<file path="src/rtl/tinysoc_button.sv">
// Debounced push-button reader: two-flop synchroniser, hold-time qualification,
// clean level plus press/release/long-press strobes and a wrapping press count.
// The release strobe is named `released` because `release` is a reserved word.
module tinysoc_button #(
    parameter int unsigned clk_freq_hz   = 16_000_000,
    parameter int unsigned debounce_ms   = 10,
    parameter int unsigned long_press_ms = 1000
) (
    input  logic       clk,
    input  logic       rst,
    input  logic       btn,
    output logic       level,
    output logic       press,
    output logic       released,
    output logic       long_press,
    output logic [7:0] press_count
);

    localparam int unsigned D      = clk_freq_hz / 1000 * debounce_ms;
    localparam int unsigned L      = clk_freq_hz / 1000 * long_press_ms;
    localparam int unsigned CNT_W  = $clog2(D + 1);
    localparam int unsigned HOLD_W = $clog2(L + 1);

    typedef enum logic [1:0] {LOW, CHK_HI, HIGH, CHK_LO} state_t;

    state_t              state_q, state_d;
    logic                s1, s2;
    logic [CNT_W-1:0]    cnt_q, cnt_d, cnt_inc;
    logic [HOLD_W-1:0]   hold_q, hold_d, hold_inc;
    logic                level_d, press_d, released_d, long_d;
    logic [7:0]          count_d;
    logic                rise, fall;

    assign cnt_inc  = cnt_q + CNT_W'(1);
    assign hold_inc = hold_q + HOLD_W'(1);

    // Next-state and next-output logic; strobes default low every cycle.
    always_comb begin
        state_d    = state_q;
        cnt_d      = cnt_q;
        hold_d     = hold_q;
        level_d    = level;
        press_d    = 1'b0;
        released_d = 1'b0;
        long_d     = 1'b0;
        count_d    = press_count;
        rise       = 1'b0;
        fall       = 1'b0;

        // Hold time accumulates for as long as the debounced level is 1.
        if ((state_q == HIGH || state_q == CHK_LO) && hold_q != HOLD_W'(L)) begin
            hold_d = hold_inc;
            if (hold_inc == HOLD_W'(L)) begin
                long_d = 1'b1;
            end
        end

        case (state_q)
            LOW: begin
                if (s2) begin
                    if (D == 1) begin
                        rise = 1'b1;
                    end else begin
                        state_d = CHK_HI;
                        cnt_d   = CNT_W'(1);
                    end
                end
            end
            CHK_HI: begin
                if (!s2) begin
                    state_d = LOW;
                end else if (cnt_inc == CNT_W'(D)) begin
                    rise = 1'b1;
                end else begin
                    cnt_d = cnt_inc;
                end
            end
            HIGH: begin
                if (!s2) begin
                    if (D == 1) begin
                        fall = 1'b1;
                    end else begin
                        state_d = CHK_LO;
                        cnt_d   = CNT_W'(1);
                    end
                end
            end
            CHK_LO: begin
                if (s2) begin
                    state_d = HIGH;
                end else if (cnt_inc == CNT_W'(D)) begin
                    fall = 1'b1;
                end else begin
                    cnt_d = cnt_inc;
                end
            end
            default: state_d = LOW;
        endcase

        if (rise) begin
            state_d = HIGH;
            level_d = 1'b1;
            press_d = 1'b1;
            count_d = press_count + 8'd1;
            hold_d  = '0;
        end
        if (fall) begin
            state_d    = LOW;
            level_d    = 1'b0;
            released_d = 1'b1;
        end
    end

    // Synchroniser, state and registered outputs.
    always_ff @(posedge clk) begin
        if (rst) begin
            s1          <= 1'b0;
            s2          <= 1'b0;
            state_q     <= LOW;
            cnt_q       <= '0;
            hold_q      <= '0;
            level       <= 1'b0;
            press       <= 1'b0;
            released    <= 1'b0;
            long_press  <= 1'b0;
            press_count <= 8'd0;
        end else begin
            s1          <= btn;
            s2          <= s1;
            state_q     <= state_d;
            cnt_q       <= cnt_d;
            hold_q      <= hold_d;
            level       <= level_d;
            press       <= press_d;
            released    <= released_d;
            long_press  <= long_d;
            press_count <= count_d;
        end
    end

endmodule

</file>
<file path="config.mk">
export PLATFORM = sky130hd
export DESIGN_NAME = tinysoc_button
export DESIGN_NICKNAME = d
export VERILOG_FILES = /design/src/rtl/tinysoc_button.sv
export SDC_FILE = /design/constraint.sdc
export NUM_CORES = 1
export LEC_CHECK = 0
export CAP_MARGIN = 20
export CORE_ASPECT_RATIO = 0.75
export CORE_MARGIN = 3
export CORE_UTILIZATION = 47
export DETAILED_ROUTE_END_ITERATION = 16
export GPL_TIMING_DRIVEN = 0
export PLACE_DENSITY = 0.67
export SETUP_SLACK_MARGIN = 0.4
export SLEW_MARGIN = 0
export SYNTH_ARGS = -nofsm -noshare
export SYNTH_HDL_FRONTEND = slang
export SYNTH_SLANG_ARGS = --single-unit
</file>
<file path="constraint.sdc">
create_clock -name clk -period 3.4 [get_ports clk]
set_clock_uncertainty 0.05 [all_clocks]
set_input_delay 0.51 -clock clk [delete_from_list [all_inputs] [get_ports clk]]
set_output_delay 0.51 -clock clk [all_outputs]
set_load 0.005 [all_outputs]
</file>
==> results of run 1 <==
## cells by family (layout without fill, tap and decap cells)
logic type | after synthesis | in the layout | synth area share, %
and+or+nand+nor | 212 | 212 | 34.4
adders and majority gates | 5 | 5 | 1.76
xor gates and xnor gates | 31 | 31 | 7.64
AOI/OAI and AO/OA | 79 | 79 | 15.5
muxes | 6 | 6 | 1.83
DFF | 58 | 58 | 32.7
buffers and inverters | 54 | 89 | 6.16
## routing by layer
metal	up-vias	GRT usage (%)	wire, um
met3	27	5.32	841
met5	-	0	0
met2	182	32.8	3950
met1	1659	32.8	4630
met4	0	9.96	197
li1	1706	-	-
## final timing paths
path	depth (start not counted)	from	end
max	9	cnt_q[6]	cnt_q[5]
min	1	s1	s2
max reg2reg	9	cnt_q[6]	cnt_q[5]
min reg2reg	1	s1	s2
## critical path, cell delays in order (launching register included)
cell and delay (ps):
dfxtp_1 310, buf_4 160, nand4_1 170, or4_4 580, buf_4 160, or3_1 400
nand2_1 140, or4_4 170, nand3_1 320, o41ai_1 410
## state kept, by name, indices dropped and copies added, names as in the netlist
register     cells
state_q          2
released         1
cnt_q           18
s1               1
press_count      8
hold_q          24
long_press       1
s2               1
press            1
level            1
## cell usage after synthesis (11+ instances only)
master / number
a21oi_1: 18
and3_1: 11
clkbuf_1: 25
dfxtp_1: 58
inv_1: 19
nand2_1: 32
nand3_1: 28
nand4_1: 25
nor2_1: 22
nor3_1: 31
nor4_1: 15
o21ai_0: 14
xnor2_1: 13
xor2_1: 18
## per-stage QoR
| step | utilization [%] | setup slack (ps) | hold WS, ps |
|---|---|---|---|
| after global routing | 59.3 | 346 | 406 |
| after global placement | 54.0 | 150 | 366 |
| after detailed placement | 54.0 | 194 | 379 |
| final | 59.3 | 412 | 388 |
| after CTS | 57.8 | 401 | 396 |
| after floorplan | - | 566 | 364 |
## power groups by stage
stage,Sequential [W],Combinational [W],Clock (W)
after floorplan,0.000703,0.0000276,0
after global placement,0.000704,0.0000462,0
after detailed placement,0.000704,0.0000472,0
after CTS,0.000688,0.0000472,0.000825
after global routing,0.000687,0.0000529,0.000850
final,0.000687,0.0000475,0.000810
## timing repair
action	CTS	global route
gates resized for setup	9	23
buffers inserted	0	5
pin swaps	0	5
endpoints found under the setup margin	40	46
hold endpoints to repair	0	0
## cell type report
class,instances,area (um^2)
clock inverter,7,125
timing repair buffer,19,178
inverter,19,71.3
sequential,58,1170
multi-input combinational,333,2230
tap,98,123
clock buffer,9,124
buffer,35,161
fill,631,2870
==> results by group, run 1 <==
Status
  • Status: finished clean

Yosys
  • Syn_area_per_cell: 7.98 um^2
  • Synth top area cells: dfxtp_1 33%, xor2_1 4.4%, nand4_1 4.4%
  • Post-synth EDFFs: 0
  • Cell variety after synth: 59
  • Syn Nets: 453
  • Async S/R FF share, synth: 0%
  • YS warnings: 0
  • Synth Flop Type: dfxtp_1
  • Post-synthesis cell count: 445
  • Mapped cell area: 0.00355 mm^2
  • Area share of the largest cell type after synthesis: 32.7%
  • Seq cells post-synth: 58
  • Synth area leader: dfxtp_1
  • Seq/Total Area, Yosys: 32.7%

GRT
  • Global-route wire length before repair: 15.6 mm
  • Total GRT Usage: 22.9%
  • Pin count of the biggest net entering global routing: 13
  • Grt ovf: 0
  • Initial antenna violation count: 0
  • Vias in the first global route: 3,151

Clock network
  • Root Driver: clkbuf_8
  • Clock sinks: 58
  • Total CTS buffers: 9
  • Worst-path clk slew: 70 ps
  • Longest Clk Path Bufs: 2
  • CTS tree: built
  • Hold buffers post-CTS: 0
  • H-tree Lvls: 3
  • Worst-Skew Late Latency: 360 ps

Final layout
  • Area grow syn2layout: 17.9%
  • N_diodes: 0
  • Commonest non-fill, non-tap cell in the layout: dfxtp_1
  • Cell area after layout: 0.00419 mm^2
  • Final Non-Filler Cells: 578
  • Final Net Count: 483
  • Most frequent cells in the layout: 54 x dfxtp_1, 32 x nand2_1, 31 x nor3_1
  • Share of layout cells above drive strength 1: 13.3%

Die
  • DIE AREA: 0.00865 mm^2
  • IO Pins: 15
  • Initial Utilization: 50.3%
  • Core Area: 0.00706 mm^2
  • Die height: 81.3 um
  • Row count: 26
  • Die width: 106 um

STA
  • RSZ-0062 raised after global routing: no
  • Final min period: 2990 ps
  • Fin crit share: 87.9%
  • Max Slew Vio Count: 0
  • Final Hold Viols: 0
  • Fmax: 335 MHz
  • TNS Setup: 0 ps
  • Worst Tran Pin Value: 712 ps
  • Final setup fails: 0
  • Max-slew headroom at the worst pin: 52.2%

Pwr
  • Leak: 1.38 nW
  • Comb pwr share: 3.1%
  • Pwr Total: 0.00154 W
  • Register share of total power: 44.5%
  • Pwr/cell area: 369 mW/mm^2
  • Peak supply drop: 0.190 mV
  • Psw: 0.000355 W
  • Net Sw Frac: 23.0%
  • Internal power: 0.00119 W
  • Clk network pwr share: 52.5%

Worst setup path
  • Worst Path Max Fanout: 10
  • Flop2flop setup slack: 410 ps
  • Crit path DAT: 3170 ps
  • Worst setup EP type: flip-flop
  • CP Launch Type: flip-flop
  • Data required, critical path: 3580 ps
  • Critical path type: flip-flop to flip-flop

Flow run
  • Max Cap Viol: 0

Placed design
  • Placed Instances: 557
  • PortBufs: 14
  • Placed cell area: 0.00381 mm^2
  • DP Wirelength: 6.78 mm
  • Placer Congestion: 0.917

Detailed routing
  • Routed WL per cell: 16.6 um
  • Post-route ant nets: 0
  • DRT Pass-1 Iters: 5
  • Drt via density: 6.18
  • DRC viols: 0
  • Total wire length: 9.62 mm
  • Total number of vias: 3,574
  • DRT iter0 DRCs: 319

Worst hold path
  • Worst hold-check path type: flip-flop to flip-flop
No activity file was read; power rests on OpenSTA's default activity.
==> run 2: changes to the inputs <==
--- a/config.mk
+++ b/config.mk
@@ -13,6 +13,7 @@
 export GPL_TIMING_DRIVEN = 0
 export PLACE_DENSITY = 0.67
 export SETUP_SLACK_MARGIN = 0.4
+export SKIP_LAST_GASP = 1
 export SLEW_MARGIN = 0
 export SYNTH_ARGS = -nofsm -noshare
 export SYNTH_HDL_FRONTEND = slang
==> results of run 2 <==
No change in the layout: final DEF, timing and power equal those of run 1.
==> run 3: changes to the inputs <==
--- a/config.mk
+++ b/config.mk
@@ -9,6 +9,7 @@
 export CORE_ASPECT_RATIO = 0.75
 export CORE_MARGIN = 3
 export CORE_UTILIZATION = 47
+export CTS_CLUSTER_DIAMETER = 200
 export DETAILED_ROUTE_END_ITERATION = 16
 export GPL_TIMING_DRIVEN = 0
 export PLACE_DENSITY = 0.67
==> results of run 3 <==
No change in the layout: final DEF, timing and power equal those of run 1.
